### src/rtl/noc_input_port_buffer.sv
// Router input-port flit buffer: circular FIFO with valid/ready head and a registered
// one-credit-per-pop return path to the upstream link.
module noc_input_port_buffer #(
  parameter int unsigned FLIT_WIDTH = 33,
  parameter int unsigned DEPTH      = 4,
  localparam int unsigned PTR_W     = $clog2(DEPTH)
) (
  input  logic                  clk,
  input  logic                  reset,
  input  logic                  flit_in_valid,
  input  logic [FLIT_WIDTH-1:0] flit_in,
  output logic                  credit_out,
  output logic                  flit_out_valid,
  output logic [FLIT_WIDTH-1:0] flit_out,
  input  logic                  flit_out_ready,
  output logic [PTR_W:0]        occupancy,
  output logic                  overflow_err
);

  localparam logic [PTR_W:0] CntMax = (PTR_W+1)'(DEPTH);

  logic [FLIT_WIDTH-1:0] mem_q [DEPTH];
  logic [FLIT_WIDTH-1:0] mem_d [DEPTH];
  logic [PTR_W-1:0]      wr_ptr_q, wr_ptr_d;
  logic [PTR_W-1:0]      rd_ptr_q, rd_ptr_d;
  logic [PTR_W:0]        count_q, count_d;
  logic                  credit_q, credit_d;
  logic                  overflow_q, overflow_d;
  logic                  full, push, pop;

  always_comb begin
    full       = (count_q == CntMax);
    pop        = (count_q != '0) & flit_out_ready;
    // A pop in the same cycle frees the slot, so a full buffer can still accept.
    push       = flit_in_valid & (~full | pop);

    mem_d      = mem_q;
    wr_ptr_d   = wr_ptr_q;
    rd_ptr_d   = rd_ptr_q;
    count_d    = count_q;
    credit_d   = pop;
    overflow_d = overflow_q | (flit_in_valid & full & ~pop);

    if (push) begin
      mem_d[wr_ptr_q] = flit_in;
      wr_ptr_d        = wr_ptr_q + 1'b1;
    end
    if (pop) begin
      rd_ptr_d = rd_ptr_q + 1'b1;
    end
    if (push && !pop) begin
      count_d = count_q + 1'b1;
    end else if (pop && !push) begin
      count_d = count_q - 1'b1;
    end
  end

  always_ff @(posedge clk) begin
    if (reset) begin
      wr_ptr_q   <= '0;
      rd_ptr_q   <= '0;
      count_q    <= '0;
      credit_q   <= 1'b0;
      overflow_q <= 1'b0;
    end else begin
      wr_ptr_q   <= wr_ptr_d;
      rd_ptr_q   <= rd_ptr_d;
      count_q    <= count_d;
      credit_q   <= credit_d;
      overflow_q <= overflow_d;
    end
  end

  // Payload storage needs no reset; validity is carried entirely by count_q.
  always_ff @(posedge clk) begin
    mem_q <= mem_d;
  end

  assign flit_out_valid = (count_q != '0);
  assign flit_out       = mem_q[rd_ptr_q];
  assign occupancy      = count_q;
  assign credit_out     = credit_q;
  assign overflow_err   = overflow_q;

  assert property (@(posedge clk) disable iff (reset) count_q <= CntMax);

  // Upstream holds DEPTH - count - pending credit; a credited flit must never be dropped.
  assert property (@(posedge clk) disable iff (reset)
    (flit_in_valid && !overflow_q && ((32'(count_q) + 32'(credit_q)) < DEPTH)) |-> push);

endmodule

### config.mk
export PLATFORM = sky130hd
export DESIGN_NAME = noc_input_port_buffer
export DESIGN_NICKNAME = d
export VERILOG_FILES = /design/src/rtl/noc_input_port_buffer.sv
export SDC_FILE = /design/constraint.sdc
export NUM_CORES = 1
export LEC_CHECK = 0
export CELL_PAD_IN_SITES_DETAIL_PLACEMENT = 2
export CELL_PAD_IN_SITES_GLOBAL_PLACEMENT = 2
export CORE_ASPECT_RATIO = 1.75
export CORE_MARGIN = 10
export CORE_UTILIZATION = 35
export DETAILED_ROUTE_END_ITERATION = 16
export PLACE_DENSITY = 0.75
export REMOVE_ABC_BUFFERS = 1
export SYNTH_ARGS = -nofsm -noshare
export SYNTH_HDL_FRONTEND = slang
export SYNTH_SLANG_ARGS = --single-unit
export TNS_END_PERCENT = 10
### constraint.sdc
create_clock -name clk -period 4.77 [get_ports clk]
set_input_delay 0.7155 -clock clk [delete_from_list [all_inputs] [get_ports clk]]
set_output_delay 0.7155 -clock clk [all_outputs]
set_load 0.05 [all_outputs]
* After elaboration in Yosys (flattened, before gate mapping)
Cells that the tools add are included.
Word-level totals: register bits after elaboration 141, input port bits 37, output and inout port bits 39, word-level logic and storage cells 42
Operators by class: add/subtract/negate cells 4, magnitude comparators 3, equality and inequality tests 1, multiplexer cells 8, bitwise logic cells 10, reductions and logical operators 7
Operators with widths (number):
- 132-bit bitwise mux | 1
- 33-bit two-way mux | 3
- 33-bit binary-select mux with 2-bit select | 1
- 33-bit demux with 2-bit select | 1
- 3-bit greater-or-equal comparator, second input constant | 2
- 3-bit two-way mux | 2
- 2-bit NOT with 3-bit output | 2
- 2-bit by 1-bit adder with 2-bit output, second input constant | 2
- 1-bit bitwise AND | 4
- 3-bit by 1-bit adder with 3-bit output, second input constant | 1
- 3-bit == test, second input constant | 1
- 1-bit logical AND | 3
- 3-bit by 1-bit less-than comparator with 1-bit output, second input constant | 1
- 3-bit nonzero test | 1
- 3-bit by 1-bit subtractor with 3-bit output, second input constant | 1
- 1-bit zero test | 2
- 1-bit NOT | 2
- 1-bit OR | 2
- 2-bit nonzero test | 1

* Logic depth before layout (Yosys ltp)
depth after elaboration 8, mapped depth 9, depth with buffers taken out 8

* Worst setup path after synthesis
Ideal clock, no wire load.
path type reg2reg, from reg count_q[0] (netlist: occupancy[0]), to reg count_q[2] (netlist: occupancy[2]), library setup time 70 ps, arrival 2319 ps, data required time 4700 ps, path slack 2381 ps, stages on the path, launching flop included 10, path buffers 1, period minus slack after synthesis 2389 ps, cells stage by stage dfxtp_1 > nor4b_2 > nor2b_1 > buf_6 > ha_1 > inv_1 > fa_1 > xor2_1 > or3_1 > a21oi_1
On the way: longest elaborated chain between the ends 7, elaborated cells between the ends (all ways) 15, those cells by class 2 x add/sub; 1 x eq/ne; 2 x mux; 4 x bitwise; 6 x reduce/logical
Ends and longest elaborated chain:
- start: declaration | line 26 | logic [PTR_W:0] count_q, count_d;
- start signal: assignment | line 68 | count_q <= count_d;
- 3-bit nonzero test or 3-bit == test (tied branches) | line 33, 32
- 1-bit bitwise AND or 1-bit NOT (tied branches) | line 33, 35
- 1-bit OR * | line 35 | push = flit_in_valid & (~full | pop);
- 1-bit bitwise AND * | line 35
- net push | line 29 | logic full, push, pop;
- 1-bit zero test | line 53 | end else if (pop && !push) begin
- 1-bit logical AND | line 53
- 2-bit nonzero test (no source line)
Mark *: on every way through the listed nets, which the timed path passes. The rest lies on a longest branch. The select of a mux whose other input is x is not followed. A chain may end at the register's enable or synchronous reset.

* Final worst setup path
from reg rd_ptr_q[0], to out flit_out[9]
On the way: longest elaborated chain between the ends 4
Ends and longest elaborated chain:
- start: declaration | line 25 | logic [PTR_W-1:0] rd_ptr_q, rd_ptr_d;
- start signal: assignment | line 67 | rd_ptr_q <= rd_ptr_d;
- 2-bit NOT with 3-bit output (not written as such) | line 80 | assign flit_out = mem_q[rd_ptr_q];
- 33-bit binary-select mux with 2-bit select | line 80
- 33-bit two-way mux (not written as such) (2 in series) | line 80
- end: declaration | line 14 | output logic [FLIT_WIDTH-1:0] flit_out,
No other way between the ends. The select of a mux whose other input is x is not followed.

==> summary.txt <==
Outcome
  – Status: complete, no violations

Synth
  – Count of cell types in the netlist: 24
  – Avg Inst Size Synth: 23.6 µm²
  – Most common flop cell mapped by yosys: edfxtp_1
  – Post-synth EDFFs: 132
  – Warnings from Yosys: 0
  – Asr flop ratio synth: 0
  – Count of state elements after synthesis: 141
  – Seq/Total Area, Yosys: 0.789
  – Synth Cell Area: 5250 µm²
  – Cell count after synthesis: 223

Global route
  – Global-route wire length before repair: 18500 µm
  – GRT busiest layer: met2
  – Vias in the first global route: 2979
  – M2 GR Usage: 0.217
  – Global-route usage over all layers: 0.120
  – GR Util met1: 0.125
  – Met3 Usage GRT: 0.0374
  – Initial antenna violation count: 1
  – GR Overflow Total: 0
  – Largest net degree at the start of global routing: 35

CTS
  – Reg clk slew, reported paths: 50 ps
  – Clk_lat worst skew: 410 ps
  – CTS resizes: 0
  – CTS tree: built
  – Post-CTS Setup Bufs: 0
  – Clock Root Buffer: clkbuf_16
  – Post-CTS Hold Fix Bufs: 0
  – Total CTS buffers: 17
  – H-tree depth: 4
  – Clk buf depth: 2
  – # clock sinks: 141

Pwr
  – Power, Total: 0.00416 W
  – Cell Pwr Density: 615 nW/µm²
  – VDD IR max: 0.000354 V
  – Leakage: 2.17 nW

Finish
  – Layout cells sized above 1: 0.220
  – Nets: 351
  – Area Growth Syn to Fin: 28.8%
  – Util after Layout: 0.456
  – Fill cell count: 1338
  – Total inserted antenna cells: 0
  – Seq. cell area: 4150 µm²
  – Finished Cell Area: 6770 µm²
  – Footprint of the multi-input gates: 1030 µm²

Routing
  – DRT antenna net count: 0
  – DRC Markers: 0
  – Vias: 2441
  – DR iter-0 viols: 69
  – Detailed Route WL: 11800 µm
  – WL/cell: 23.5 µm
  – Vias/cell: 4.87
  – DRT Pass-1 Iters: 4

Critical path
  – Crit path cell chain: buf_12 -> mux4_2 -> clkdlybuf4s50_1
  – WP data arrival: 2820 ps
  – Worst Path Max Fanout: 21
  – Critical Path RT: 4050 ps
  – Slowest cell on the critical path: dfxtp_2
  – CP Launch Type: flip-flop
  – CP peak stage delay: 860 ps
  – Crit path kind: flip-flop to output pin
  – Crit. End Element: output pin

Placed design
  – RePlAce Congestion: 0.731
  – Cell Area, Placed: 6190 µm²
  – Port buffer count: 75
  – DP HPWL: 7500 µm
  – Worst slack, placed: 1400 ps

STA
  – Unrepaired setup endpoints after global routing: no
  – Worst-margin pin slew: 1000 ps
  – FMAX: 0.283 GHz
  – Endpoints failing setup: 0
  – Final period util: 0.742
  – Clock skew: 6.84 ps
  – Fin crit period: 3540 ps
  – Final slew viol count: 0
  – Min setup slack post-route: 1230 ps
  – Hold Vio Cnt, Final: 0
  – Slew HR: 0.330
  – Setup TNS: 0 ps

Die
  – Row cnt: 59
  – Core ar.: 14800 µm²
  – Die area: 20500 µm²
  – Ports: 76
  – Die W: 113 µm
  – Initial Utilization: 0.354
  – Die Y: 182 µm

Worst hold path
  – Hold/Removal Path Class: flip-flop to flip-flop

Run
  – Max Cap Violations: 0
## registers in the layout, summed over array words and instances, names as in the netlist
register	flops
occupancy	3
mem_q	132
overflow_err	1
wr_ptr_q	2
credit_out	1
rd_ptr_q	2
## area by class of cell
class,count,share of cell area
inverters,3,0.00166
multi-input cells,69,0.153
clock buffers,17,0.0629
well taps,183,0.0338
flip-flops and latches,141,0.613
clock inverters,12,0.0222
repair buffers,76,0.114
## cells in the final DEF (no fill, tap or decap)
cell / count
a21oi_1: 2
and2_2: 4
buf_12: 1
bufinv_16: 3
clkbuf_16: 17
clkdlybuf4s50_1: 75
clkinv_1: 2
clkinv_2: 1
clkinv_4: 2
clkinvlp_4: 4
dfxtp_1: 7
dfxtp_2: 2
edfxtp_1: 132
fa_1: 1
ha_1: 5
inv_1: 3
mux2_4: 1
mux2i_1: 2
mux4_2: 33
nand2b_1: 2
nor2_1: 8
nor2b_1: 1
nor4b_2: 1
o21ai_0: 1
o311ai_0: 1
o31ai_1: 1
or3_1: 1
or3_2: 1
xor2_1: 4
## cell usage after synthesis (3+ instances only)
cell	instances	area, µm²
inv_1	3	11.3
buf_4	4	30.0
mux4_2	33	743
nor2_1	8	30.0
xor2_1	4	35.0
edfxtp_1	132	3960
ha_1	5	62.6
and2_2	4	30.0
buf_2	3	15.0
dfxtp_1	9	180
## layer usage
metal / routed length (µm) / part of all wire
met3: 484 / 0.041
met2: 6680 / 0.57
met4: 154 / 0.013
met1: 4460 / 0.38
met5: 8 / 0.00068
## power breakdown
| group | leakage, nW | switching, W | internal [W] |
|---|---|---|---|
| Sequential | 1.29 | 0.000121 | 0.00148 |
| Clock | 0.268 | 0.000484 | 0.000809 |
| Combinational | 0.616 | 0.000766 | 0.000507 |
| Total | 2.17 | 0.00137 | 0.00279 |
## cells by family after synthesis
logic type,synth area share
buffers and inverters,0.0143
AOI/OAI and AO/OA,0.00595
xor gates and xnor gates,0.00667
and+or+nand+nor,0.0205
muxes,0.148
DFF,0.789
adders and majority gates,0.0157
## stage by stage
stage | hold WS, ps | cells
detailed placement | 477 | 472
global route | 529 | 501
global placement | 460 | 472
floorplan | 481 | 213
finish | 477 | 501
CTS | 494 | 501
## critical path: cells and delay by family (launching register included)
kind                   cells  cell delay [ps]
buffers and inverters      2             1000
DFF                        1              860
muxes                      1              550
## final timing paths
path	start	to	slack, ps	depth (start not counted)
setup / recovery	rd_ptr_q[0]	flit_out[9]	1230	3
hold / removal	overflow_err	overflow_err	480	2
setup reg to reg	occupancy[0]	occupancy[2]	2130	8
hold reg to reg	overflow_err	overflow_err	480	2
No activity file was read; power rests on OpenSTA's default activity.
